$ cat src/rtl/ghash_pkg.sv
// Shared types and helpers for the GHASH sequencer: FSM encoding, block-type
// codes, bit-length counter width and the partial-block byte mask.
package ghash_pkg;

    localparam int LEN_W = 64;

    localparam logic BLK_AAD = 1'b0;
    localparam logic BLK_CT  = 1'b1;

    typedef enum logic [2:0] {
        IDLE = 3'd0,
        WAIT = 3'd1,
        MUL  = 3'd2,
        LEN  = 3'd3,
        LMUL = 3'd4
    } state_t;

    // Byte 0 is the most significant byte; bytes at index >= nbytes are dropped.
    // nbytes == 0 encodes a full 16-byte block.
    function automatic logic [127:0] byte_mask(input logic [3:0] nbytes);
        logic [4:0] n;
        byte_mask = '0;
        n = (nbytes == 4'd0) ? 5'd16 : {1'b0, nbytes};
        for (int i = 0; i < 16; i++) begin
            if (5'(i) < n)
                byte_mask[127 - 8*i -: 8] = 8'hff;
        end
    endfunction

endpackage

$ cat src/rtl/ghash_ctrl.sv
// GHASH sequencer: feeds AAD/ciphertext blocks and the final length block
// through an external single-cycle GF(2^128) multiply stage, owns Y and H.
module ghash_ctrl
    import ghash_pkg::*;
(
    input  logic         clk,
    input  logic         rst_n,
    input  logic         start,
    input  logic [127:0] h,
    input  logic         blk_valid,
    output logic         blk_ready,
    input  logic [127:0] blk_data,
    input  logic         blk_type,
    input  logic [3:0]   blk_bytes,
    input  logic         fin,
    output logic [127:0] mul_i1,
    output logic [127:0] mul_i2,
    output logic [127:0] mul_i3,
    input  logic [127:0] mul_o,
    output logic [127:0] hash,
    output logic         done,
    output logic         busy,
    output logic         err
);

    state_t             state, state_nxt;
    logic [127:0]       y_q;
    logic [127:0]       h_q;
    logic [LEN_W-1:0]   aad_bits;
    logic [LEN_W-1:0]   ct_bits;
    logic               seen_ct;

    logic               rdy;
    logic               accept;
    logic               ooo;
    logic               issue_blk;
    logic [LEN_W-1:0]   blk_bits;

    // A pending start owns the cycle, so no block may be consumed under it.
    assign rdy       = (state == WAIT) && !start;
    assign accept    = blk_valid && rdy;
    assign ooo       = (blk_type == BLK_AAD) && seen_ct;
    assign issue_blk = accept && !ooo;
    assign blk_bits  = (blk_bytes == 4'd0) ? LEN_W'(128) : LEN_W'({blk_bytes, 3'b000});

    always_ff @(posedge clk or negedge rst_n) begin
        if (!rst_n)
            state <= IDLE;
        else
            state <= state_nxt;
    end

    always_comb begin
        state_nxt = state;
        case (state)
            IDLE: state_nxt = IDLE;
            WAIT: begin
                if (accept) begin
                    if (!ooo)
                        state_nxt = MUL;
                end else if (fin) begin
                    state_nxt = LEN;
                end
            end
            MUL:     state_nxt = WAIT;
            LEN:     state_nxt = LMUL;
            LMUL:    state_nxt = IDLE;
            default: state_nxt = IDLE;
        endcase
        if (start)
            state_nxt = WAIT;
    end

    always_comb begin
        blk_ready = rdy;
        busy      = (state != IDLE);
        mul_i1    = '0;
        mul_i2    = '0;
        mul_i3    = '0;
        if (issue_blk) begin
            mul_i1 = y_q;
            mul_i2 = blk_data & byte_mask(blk_bytes);
            mul_i3 = h_q;
        end else if (state == LEN) begin
            mul_i1 = y_q;
            mul_i2 = {aad_bits, ct_bits};
            mul_i3 = h_q;
        end
    end

    always_ff @(posedge clk or negedge rst_n) begin
        if (!rst_n) begin
            y_q      <= '0;
            h_q      <= '0;
            hash     <= '0;
            aad_bits <= '0;
            ct_bits  <= '0;
            seen_ct  <= 1'b0;
            err      <= 1'b0;
            done     <= 1'b0;
        end else if (start) begin
            // hash is deliberately kept: it holds until the next completed LMUL.
            y_q      <= '0;
            h_q      <= h;
            aad_bits <= '0;
            ct_bits  <= '0;
            seen_ct  <= 1'b0;
            err      <= 1'b0;
            done     <= 1'b0;
        end else begin
            done <= (state == LMUL);
            if (accept) begin
                if (ooo) begin
                    err <= 1'b1;
                end else if (blk_type == BLK_CT) begin
                    ct_bits <= ct_bits + blk_bits;
                    seen_ct <= 1'b1;
                end else begin
                    aad_bits <= aad_bits + blk_bits;
                end
            end
            if (state == MUL)
                y_q <= mul_o;
            if (state == LMUL) begin
                y_q  <= mul_o;
                hash <= mul_o;
            end
        end
    end

endmodule

$ cat config.mk
export PLATFORM = sky130hd
export DESIGN_NAME = ghash_ctrl
export DESIGN_NICKNAME = d
export VERILOG_FILES = /design/src/rtl/ghash_pkg.sv /design/src/rtl/ghash_ctrl.sv
export SDC_FILE = /design/constraint.sdc
export NUM_CORES = 1
export LEC_CHECK = 0
export CAP_MARGIN = 10
export CORE_AREA = 3 3 354 356
export CTS_CLUSTER_DIAMETER = 200
export CTS_CLUSTER_SIZE = 28
export DETAILED_ROUTE_END_ITERATION = 10
export DIE_AREA = 0 0 357 359
export PLACE_DENSITY = 0.51
export SLEW_MARGIN = 20
export SYNTH_ARGS = -nofsm -noshare
export SYNTH_HDL_FRONTEND = slang
export SYNTH_SLANG_ARGS = --single-unit
$ cat constraint.sdc
create_clock -name clk -period 6 [get_ports clk]
set_input_delay 0.9 -clock clk [delete_from_list [all_inputs] [get_ports clk]]
set_output_delay 0.9 -clock clk [all_outputs]
set_load 0.005 [all_outputs]
; ---- Word-level counts from Yosys, hierarchy flattened
; Index checks and enable logic that the tools add are counted.
; W data, S select, Z words.
[op_classes]
addsub = 2
magnitude_cmp = 16
n_eq_ne = 8
muxes = 64
bitwise = 3
reduce_logical = 17
[ops]
columns = op, count
row1 = $mux W128, 9
row2 = $mux W64, 8
row3 = $mux W8, 33
row4 = $add A64 B8 Y64, 2
row5 = $and A128 B128 Y128, 1
row6 = $lt A4 B5 Y1 const A, 8
row7 = $lt A3 B5 Y1 const A, 4
row8 = $mux W3, 4
row9 = $lt A1 B5 Y1 const A, 2
row10 = $lt A2 B5 Y1 const A, 2
row11 = $pmux W3 S3, 1
row12 = $mux W1, 8
row13 = $ne A4 B4 Y1 const B, 2
row14 = $eq A3 B2 Y1 const B, 2
row15 = $reduce_and A2 Y1, 3
row16 = $reduce_and A3 Y1, 2
row17 = $reduce_bool A2 Y1, 3
row18 = $reduce_bool A3 Y1, 2
row19 = $mux W5, 1
row20 = $logic_and A1 B1 Y1, 4
row21 = $logic_not A4 Y1, 1
row22 = $ne A2 B2 Y1 const B, 2
row23 = $eq A3 B1 Y1 const B, 1
row24 = $eq A3 B3 Y1 const B, 1
row25 = other kinds (2), 4
[word_totals]
register_bits = 518
output_inout_bits = 516
word_cells = 119

; ---- Depth between registers and ports, before layout
[depth]
word_depth = 7
depth_mapped = 11
ltp_nobuf = 7

; ---- Worst setup path before layout
; OpenSTA, ideal clock, no wires.
[synth_timing]
path_type = input port to flip-flop
from = input blk_bytes[0]
to = register aad_bits[23]
arrival_time_ns = 3.364
required_ns = 5.864
slack_ns = 2.499
stages = 11
n_path_buf = 4
cell_sequence = buf_2 -> clkbuf_1 -> ha_1 -> fa_1 -> maj3_1 -> a221oi_1 -> or4_1 -> buf_2 -> clkbuf_1 -> or3_1 -> a21oi_1
[synth_via]
elab_chain_len = 7
[synth_lines]
columns = item, line
row1 = "start, declared", ghash_ctrl.sv:14  ; input logic [3:0] blk_bytes,
row2 = $logic_not A4 Y1, ghash_ctrl.sv:44  ; assign blk_bits = (blk_bytes == 4'd0) ? LEN_W'(128) : LEN_W'({blk_bytes, 3'b000});
row3 = $mux W8 *, ghash_ctrl.sv:44
row4 = $add A64 B8 Y64 *, ghash_ctrl.sv:119  ; aad_bits <= aad_bits + blk_bits;
row5 = $mux W64 *, ghash_ctrl.sv:115  ; end else if (blk_type == BLK_CT) begin
row6 = $mux W64 *, ghash_ctrl.sv:113  ; if (ooo) begin
row7 = $mux W64 *, ghash_ctrl.sv:112  ; if (accept) begin
row8 = $mux W64 *, ghash_ctrl.sv:101  ; end else if (start) begin
row9 = "end signal, assigned", ghash_ctrl.sv:119
row10 = "end, declared", ghash_ctrl.sv:29  ; logic [LEN_W-1:0] aad_bits;
; Mark *: on every way between the ends. The rest lies on a longest branch, timed or not. The select of a mux whose other input is x is not followed.
; A chain may end at the register's enable or synchronous reset.

; ---- Worst setup path after layout
[layout_timing]
from = register state[1]
to = output mul_i1[111]
[layout_via]
elab_chain_len = 5
word_cells_on_any_way = 7
classes_between = eq/ne: 2 / mux: 2 / reduce/logical: 3
[layout_lines]
columns = item, line
row1 = "start, declared", ghash_ctrl.sv:26  ; state_t state, state_nxt;
row2 = "start signal, assigned", ghash_ctrl.sv:50  ; state <= state_nxt;
row3 = $eq A3 B1 Y1, ghash_ctrl.sv:40  ; assign rdy = (state == WAIT) && !start;
row4 = $logic_and A1 B1 Y1, ghash_ctrl.sv:40
row5 = $logic_and A1 B1 Y1, ghash_ctrl.sv:41  ; assign accept = blk_valid && rdy;
row6 = $logic_and A1 B1 Y1, ghash_ctrl.sv:43  ; assign issue_blk = accept && !ooo;
row7 = $mux W128 *, ghash_ctrl.sv:80  ; if (issue_blk) begin
row8 = "end, declared", ghash_ctrl.sv:16  ; output logic [127:0] mul_i1,
; Mark *: on every way between the ends. The rest lies on a longest branch, timed or not.

==> results.cfg <==
[outcome]
status = finished clean

[timing]
clock.fmax_ghz = 0.1992
tightestPinTransition_ns = 1.118
slew_viol_final = 0
hold_violations = 0
finClkSkew_ns = 0.02814
max_slew_margin = 0.2543
fin_tns_setup_ns = 0
fin_crit_ns = 5.019
rsz0062_at_grt = false
timing.final.crit_share = 0.8365
setup_viol = 0

[clock_network]
clock_path_buffers = 3
clk_pin_slew_worst_paths_ns = 0.12
clkLatencyLatePin_ns = 0.60
cts-root-buf = clkbuf_16
htreeDepth = 1
post_cts_resized = 0
cts.sinks = 512
cts_tree = yes
numCtsBuffers = 22
ctsHoldBuffers = 0
postCtsSetupBuffers = 0

[critical_path]
crit_fanout = 163
cp.required_ns = 5.10
cp-end-kind = output port
ff2ff_setup_slack_ns = 2.66
crit_type = reg -> out
cp.arrival_ns = 4.12
reg2reg_from = state[1]
crit_start = state[1]
critical_path.startpoint_type = register

[final_layout]
multi_input_area_um2 = 11120
nFillCells = 12865
final_layout_size_suffix_gt1_frac = 0.1116
mostFrequentLayoutCells = 907 x clkdlybuf4s50_1, 512 x dfrtp_1, 345 x nand2_1
fin_area_um2 = 36190
layout.nets = 3546
stdcell_count = 4779
regArea_um2 = 12810
layout_commonest_cell = clkdlybuf4s50_1
syn2layout_area_growth_pct = 47.18

[route]
first_iter_violations = 1093
antenna_left = 0
via_count = 20849
post-route-drc-count = 0
wire_per_inst_um = 21.37
dr.pass1.iters = 5
vias_per_cell = 4.363
routed_wl_mm = 102.1

[logic_synthesis]
ys.flop_type = dfrtp_1
ys_types = 62
synthCells = 2328
ys_ff_latch = 512
synth-edff-count = 0
synth_area_um2 = 24590
synth.yosys.seq_area_share = 0.5211
yosysWarnings = 0
ys_async_sr_fraction = 1.000
synth_nets = 2730
syn_avg_cell_area_um2 = 10.56

[placement]
place_inst = 4745
hpwl_mm = 75.92
detailed_place.area_um2 = 35570
port_buffers = 909
place_congestion = 0.8166

[pwr]
p_seq_frac = 0.508
p_sw_uw = 2276
p_leak_uw = 0.01487
pwr-share-comb = 0.257
irDropWorstVdd_v = 0.0002070
p_per_area_nw_per_um2 = 221.3
swShare = 0.2842
power.share.clock = 0.236
p_int_uw = 5732

[floorplan]
die_height_um = 359
die-area_um2 = 128200
fp.dieW_um = 357
fp-row-count = 128
core-area_um2 = 122000
start_util = 0.2015
ioPinCount = 910

[global_routing]
grt_max_degree = 164
met2_usage = 0.2748
grtUsageMet3 = 0.02871
grt_pass1_vias = 21327
antenna_found_initial = 16
grt_util_met1 = 0.1874
busiest_layer = met2
track_usage = 0.1529
grt-ovfl-total = 0
grt_pass1_wl_mm = 149.5

[flow_run]
max_cap_violations = 0

[min_path]
hold_path.class = in -> async
## path summary, 6_finish.rpt
| check | to | cells past startpoint |
|---|---|---|
| worst min register to register | y_q[69] | 2 |
| max in group asynchronous | h_q[99] | 2 |
| worst min-delay path | hash[24] | 1 |
| worst max register to register | aad_bits[63] | 6 |
| min in group clk | y_q[69] | 2 |
| worst max-delay path | mul_i1[111] | 7 |
## stage by stage
stage	utilization	total power, uW	hold slack (ns)	setup slack [ns]
floorplan	-	4769	0.4309	2.499
global placement	0.2914	6208	0.4415	1.001
detailed placement	0.2914	6213	0.4476	1.019
CTS	0.2963	8179	0.3376	1.002
global route	0.2965	8437	0.3748	0.7414
finish	0.2965	8008	0.3615	0.9807
## cell type report
class | instances | share of cell area
repair buffers | 951 | 0.2628
clock buffers | 23 | 0.01590
diodes | 10 | 0.0006915
inverters | 23 | 0.002662
well taps | 1625 | 0.05618
multi-input cells | 1634 | 0.3072
flip-flops and latches | 512 | 0.3540
clock inverters | 1 | 0.0005532
## flip-flops by register name, summed over array words and instances (netlist names)
signal and flops:
h_q 128, ct_bits 61, state 3, err 1, seen_ct 1, hash 128
aad_bits 61, done 1, y_q 128
## layer usage
metal | part of all wire | wire (um) | vias up
met4 | 0.023 | 2317 | 2
met3 | 0.053 | 5460 | 88
li1 | - | - | 9788
met2 | 0.51 | 52240 | 548
met1 | 0.41 | 42120 | 10423
met5 | 0.00013 | 13 | -
## synthesized netlist by cell type (all sizes together), types with 4 or more instances
| library cell | n | area, um2 |
|---|---|---|
| inv | 22 | 82.58 |
| mux2i | 59 | 590.6 |
| or3 | 26 | 162.7 |
| mux2 | 257 | 2894 |
| and3 | 23 | 143.9 |
| a22o | 123 | 1077 |
| buf | 11 | 55.06 |
| clkbuf | 148 | 555.5 |
| or4b | 4 | 43.79 |
| nand3b | 4 | 30.03 |
| or2 | 4 | 25.02 |
| nor2 | 39 | 146.4 |
| o21ai | 34 | 170.2 |
| dfrtp | 512 | 12810 |
| and2 | 17 | 106.4 |
| a21oi | 60 | 304.0 |
| maj3 | 6 | 60.06 |
| or4 | 16 | 120.1 |
| nor2b | 258 | 1614 |
| nand4 | 56 | 350.3 |
| nand3 | 177 | 885.9 |
| o21a | 6 | 45.04 |
| nand2 | 345 | 1295 |
| nor3 | 7 | 35.03 |
| o31ai | 14 | 105.1 |
| a21o | 5 | 37.54 |
| nor4b | 5 | 43.79 |
| nor4 | 19 | 140.1 |
| ha | 6 | 75.07 |
| xor2 | 4 | 35.03 |
| xnor2 | 14 | 122.6 |
| nand4b | 4 | 35.03 |
| and4 | 6 | 52.55 |
| a2111oi | 4 | 41.29 |
## logic make-up after synthesis
family / after synthesis / share of synthesized area
adders and majority gates: 14 / 0.007124
AOI/OAI and AO/OA: 269 / 0.08015
and+or+nand+nor: 1017 / 0.2150
muxes: 316 / 0.1417
xor gates and xnor gates: 18 / 0.006412
DFF: 512 / 0.5211
buffers and inverters: 182 / 0.02855
## power groups by stage
stage	Sequential [uW]	Clock [uW]	Combinational, uW
after floorplan	4070	0	703
after global placement	4130	0	2080
after detailed placement	4130	0	2080
after CTS	4070	2020	2100
after global routing	4110	2110	2220
final	4060	1890	2050
## worst max-delay path: stages (launching register included)
cell             delay [ns]
dfrtp_1                0.48
or4b_4                 0.65
clkinv_4               0.14
and3_1                 0.51
nor2_4                 0.27
buf_12                 0.26
nor2b_1                0.33
clkdlybuf4s50_1        0.54
Power figures use the tool's default switching activity.
